`src/rtl/move_sequencer.sv`:
```
// Move command scheduler: buffers moves in a FIFO and hands them to the motion core one at a time.
// Optional watchdog per move: define MOVE_SEQ_TIMEOUT_EN.
module move_sequencer #(
  parameter int          DEPTH          = 8,
  parameter int          ADDR_W         = 3,
  parameter int          GAP_CYCLES     = 4,
  parameter logic [31:0] TIMEOUT_CYCLES = 32'd500_000_000
) (
  input  logic              clk,
  input  logic              reset,
  input  logic              cmd_valid,
  output logic              cmd_ready,
  input  logic [31:0]       cmd_speed,
  input  logic [31:0]       cmd_x,
  input  logic [31:0]       cmd_y,
  input  logic [31:0]       cmd_z,
  input  logic [31:0]       cmd_e0,
  input  logic [31:0]       cmd_e1,
  input  logic              flush,
  input  logic              clear_fault,
  output logic [31:0]       mv_speed,
  output logic [31:0]       mv_x,
  output logic [31:0]       mv_y,
  output logic [31:0]       mv_z,
  output logic [31:0]       mv_e0,
  output logic [31:0]       mv_e1,
  output logic              mv_start,
  input  logic              mv_finish,
  input  logic              mv_error,
  output logic              busy,
  output logic              fault,
  output logic [1:0]        fault_code,
  output logic [ADDR_W:0]   queue_level,
  output logic [31:0]       moves_done
);

  typedef struct packed {
    logic [31:0] speed, x, y, z, e0, e1;
  } move_t;

  typedef enum logic [2:0] {S_IDLE, S_LOAD, S_RUN, S_GAP, S_FAULT} state_t;

  localparam logic [ADDR_W:0] FULL_LVL = (ADDR_W+1)'(DEPTH);
  localparam logic [31:0]     GAP_LAST = 32'(GAP_CYCLES - 1);

  state_t            state, state_nx;
  move_t             mem [DEPTH];
  move_t             cur;
  logic [ADDR_W-1:0] wr_ptr, rd_ptr;
  logic [ADDR_W:0]   count;
  logic [31:0]       gap_cnt;
  logic              push, pop, done, err_hit, to_hit, clr_q;

`ifdef MOVE_SEQ_TIMEOUT_EN
  logic [31:0] wd_cnt;
  always_ff @(posedge clk) begin
    if (reset)                wd_cnt <= '0;
    else if (state == S_LOAD) wd_cnt <= '0;
    else if (state == S_RUN)  wd_cnt <= wd_cnt + 32'd1;
  end
`else
  logic [31:0] unused_timeout;
  assign unused_timeout = TIMEOUT_CYCLES;
`endif

  assign cmd_ready = (count != FULL_LVL) && (state != S_FAULT);
  // flush wins over a same-cycle push
  assign push  = cmd_valid && cmd_ready && !flush;
  assign clr_q = flush || err_hit || to_hit;

  always_ff @(posedge clk) begin
    if (reset) state <= S_IDLE;
    else       state <= state_nx;
  end

  always_comb begin
    state_nx = state;
    pop      = 1'b0;
    done     = 1'b0;
    err_hit  = 1'b0;
    to_hit   = 1'b0;
    case (state)
      S_IDLE:  if (count != '0 && !flush) begin pop = 1'b1; state_nx = S_LOAD; end
      S_LOAD:  state_nx = S_RUN;
      S_RUN: begin
        if (mv_error) begin
          err_hit  = 1'b1;
          state_nx = S_FAULT;
        end else if (mv_finish) begin
          done     = 1'b1;
          state_nx = S_GAP;
        end
`ifdef MOVE_SEQ_TIMEOUT_EN
        else if (wd_cnt == TIMEOUT_CYCLES - 32'd1) begin
          to_hit   = 1'b1;
          state_nx = S_FAULT;
        end
`endif
      end
      // mv_start held low here so every move gives the core a fresh rising edge
      S_GAP:   if (gap_cnt == GAP_LAST) state_nx = S_IDLE;
      S_FAULT: if (clear_fault) state_nx = S_IDLE;
      default: state_nx = S_IDLE;
    endcase
  end

  always_ff @(posedge clk) begin
    if (push) mem[wr_ptr] <= '{cmd_speed, cmd_x, cmd_y, cmd_z, cmd_e0, cmd_e1};
  end

  always_ff @(posedge clk) begin
    if (reset || clr_q) begin
      wr_ptr <= '0;
      rd_ptr <= '0;
      count  <= '0;
    end else begin
      if (push) wr_ptr <= wr_ptr + 1'b1;
      if (pop)  rd_ptr <= rd_ptr + 1'b1;
      case ({push, pop})
        2'b10:   count <= count + 1'b1;
        2'b01:   count <= count - 1'b1;
        default: count <= count;
      endcase
    end
  end

  always_ff @(posedge clk) begin
    if (reset) begin
      cur        <= '0;
      gap_cnt    <= '0;
      moves_done <= '0;
      fault_code <= 2'd0;
    end else begin
      if (pop) cur <= mem[rd_ptr];
      gap_cnt <= (state == S_GAP) ? gap_cnt + 32'd1 : 32'd0;
      if (done) moves_done <= moves_done + 32'd1;
      if (err_hit)                                   fault_code <= 2'd1;
      else if (to_hit)                               fault_code <= 2'd2;
      else if (state == S_FAULT && clear_fault)      fault_code <= 2'd0;
    end
  end

  assign mv_speed    = cur.speed;
  assign mv_x        = cur.x;
  assign mv_y        = cur.y;
  assign mv_z        = cur.z;
  assign mv_e0       = cur.e0;
  assign mv_e1       = cur.e1;
  assign mv_start    = (state == S_RUN);
  assign fault       = (state == S_FAULT);
  assign busy        = (state != S_IDLE) || (count != '0);
  assign queue_level = count;

endmodule
```
`config.mk`:
```
export PLATFORM = sky130hd
export DESIGN_NAME = move_sequencer
export DESIGN_NICKNAME = d
export VERILOG_FILES = /design/src/rtl/move_sequencer.sv
export SDC_FILE = /design/constraint.sdc
export NUM_CORES = 2
export LEC_CHECK = 0
export ABC_AREA = 1
export BUFFER_PORTS_ARGS = -buffer_cell sky130_fd_sc_hd__buf_2
export CORE_ASPECT_RATIO = 0.5
export CORE_UTILIZATION = 30
export CTS_BUF_LIST = sky130_fd_sc_hd__clkbuf_8
export CTS_CLUSTER_DIAMETER = 50
export DETAILED_ROUTE_END_ITERATION = 12
export PLACE_DENSITY = 0.5
export REMOVE_ABC_BUFFERS = 1
export SKIP_LAST_GASP = 1
export SYNTH_ARGS = -nofsm -noshare
export SYNTH_HDL_FRONTEND = slang
export SYNTH_SLANG_ARGS = --single-unit
```
`constraint.sdc`:
```
create_clock -name clk -period 16.51 [get_ports clk]
set_input_delay 0.8255 -clock clk [delete_from_list [all_inputs] [get_ports clk]]
set_output_delay 0.8255 -clock clk [all_outputs]
set_load 0.02 [all_outputs]
```
==> metrics.cfg <==
[outcome]
outcome = completed

[synthesis]
synth_seq_cells = 1806
synth_top_area_share_pct = 67.0
yosys-top-cells-area = edfxtp_1 67%, dfxtp_1 7.9%, o21ai_0 7.5%
syn_avg_cell_area_um2 = 12.6
synth_area_mm2 = 0.0688
syn_inst = 5479
yosysTopAreaCell = edfxtp_1
synthArstFlopShare_pct = 0
synth_edf_count = 1536
seq_area_frac_synth_pct = 74.9
ys_types = 33
synth_flop_cell = edfxtp_1
yosysWarnings = 0

[sta]
postLayoutSetupSlackWorst_ns = 11.07
hold_violations = 0
fin_setup_tns_ns = 0
tightest_slew_ns = 1.19
relSlewSlack_pct = 20.6
setup_viol = 0
rsz0062_at_grt = false
fmax_mhz = 184
period_share_pct = 32.9
slew_violations = 0
holdWs_ns = 0.187
period_needed_ns = 5.44
skew_ns = 0.0931

[worst_setup_path]
cp_data_required_time_ns = 17.03
ff2ff_path_depth = 10
start_kind = flop
cp_max_fo = 47
worstPathArrival_ns = 5.96
crit_type = reg -> reg
crit_start = queue_level[1]
end_kind = flop
r2r_setup_slack_ns = 11.07
r2r_start = queue_level[1]

[die]
die_h_um = 341
pin_count = 433
rows = 123
die_w_um = 679
die-area_mm2 = 0.231
initial_utilization_pct = 30.4
core_area_mm2 = 0.226

[pwr]
netSwitchingPower_mw = 2.30
p_seq_share_pct = 54.1
intPower_mw = 7.16
power_density_mw_per_mm2 = 119
p_leak_nw = 26.4
post-layout-total-power_mw = 9.46
p_sw_share_pct = 24.3
clkPwrFrac_pct = 39.1
irDropWorstVdd_mv = 0.0556
p_comb_share_pct = 6.9

[routing]
wl_per_cell_um = 20.6
drt_first_pass_iters = 5
wirelength_um = 189000
vias = 44077
via_per_inst = 4.80
route.detailed.drc = 0
drtIter0Drc = 2858
final_antenna_net_count = 0

[cells_and_area]
regMostFlops = mem
drive_gt1_share_pct = 14.3
most-common-layout-cells = 1536 x edfxtp_1, 1089 x nor2_1, 1037 x o21ai_0, 431 x buf_2, 337 x clkbuf_8
nets = 6091
layout_commonest_cell = edfxtp_1
final_util_pct = 35.1
area_growth_pct = 15.4
largest_reg_flops = 1536
fillers = 22288

[placement]
gp_congestion = 0.750
dp.final_hpwl_um = 96600
preCtsSetupSlack_ns = 10.75
io_buffers = 431

[clock_network]
cts_resized = 0
h-tree-depth = 5
cts_max_path_buffers = 4
clk_pin_slew_ns = 0.07
cts_root_buffer = clkbuf_8
cts_buffers = 285
holdBufCountCts = 0
cts_tree = yes
worstSkewPairLatency_ns = 0.91
clock_sinks = 1806
cts_setup_buffers = 0

[grt]
grt_max_degree = 242
antenna_found_initial = 71
overflow = 0
grt_pass1_vias = 43052
grt_first_pass_wirelength_um = 280000
grt_usage_pct = 15.8

[run]
maxCapViolations = 0

[min_path]
hp-start = cmd_speed[12]
hold_class = in -> reg
min_path_cells = 1

## path summary, 6_finish.rpt
| path | endpoint |
|---|---|
| hold reg to reg | fault_code[0] |
| setup / recovery | mem[1][168] |
| hold / removal | mem[1][172] |
| setup reg to reg | mem[1][168] |
## metrics by stage
step	std cells	cell area [um2]
after floorplan	5111	67200
after CTS	9168	79400
after detailed placement	8660	73900
final	9190	79400
after global routing	9187	79400
after global placement	8660	73900
## power by group through the flow
stage	sequential [mW]	combinational (mW)	clock [mW]
after detailed placement	5.21	0.660	0
final	5.12	0.649	3.70
after CTS	5.12	0.661	3.81
after global placement	5.21	0.657	0
after floorplan	5.30	0.296	0
after global routing	5.12	0.717	4.00
## cells in the mapped netlist (2+ instances only)
library cell and number:
or2_2 2, xor2_1 9, nand3_1 35, clkinv_1 2
edfxtp_1 1536, clkbuf_1 251, o22ai_1 192, xnor2_1 4
buf_6 2, o211ai_1 192, a21oi_1 247, nor3_1 19
nor3b_1 2, inv_1 76, ha_1 7, buf_1 14
nand3b_1 14, o21ai_1 146, nor2_1 1097, dfxtp_1 270
buf_4 29, nand2_1 204, o21ai_0 1037, nand4_1 11
nor4_1 2, buf_2 72
## metal layers
layer  GRT usage, %  share of wire, %  vias to the layer above
met4           6.44               3.3                        4
met2           26.4                49                      875
met5              0             0.013                        -
met3           2.35               3.7                      412
met1           20.7                44                    21828
li1               -                 -                    20958
## layout make-up
cell class                 count  area [um2]  share of cell area (%)
sequential                  1806       51500                    64.9
multi-input combinational   3226       15500                    19.5
clock buffer                 337        4640                    5.84
tap                         3062        3830                    4.82
timing repair buffer         487        2730                    3.43
clock inverter               171         837                    1.05
inverter                      79         319                   0.402
antenna                       22        55.1                  0.0693
## critical path: stages (launching register included)
cell,delay (ns)
dfxtp_1,0.40
inv_1,0.08
nand2_1,0.09
nor2_1,0.05
a21oi_1,0.21
nor2b_1,0.47
nand2_1,0.37
nor2_4,0.87
buf_4,0.87
buf_4,0.86
buf_4,0.72
## cell families (layout without fill, tap and decap cells)
family          count (synthesis)  after routing  share of synthesized area (%)
simple gates                 1390           1390                           7.84
compound gates               1815           1815                           14.2
xor+xnor                       13             13                          0.165
flops                        1806           1806                           74.9
buf+inv                       447           1074                           2.75
other cells                     1             23                        0.00545
fa+ha+maj                       7              7                          0.127
No activity file was read; power rests on OpenSTA's default activity.
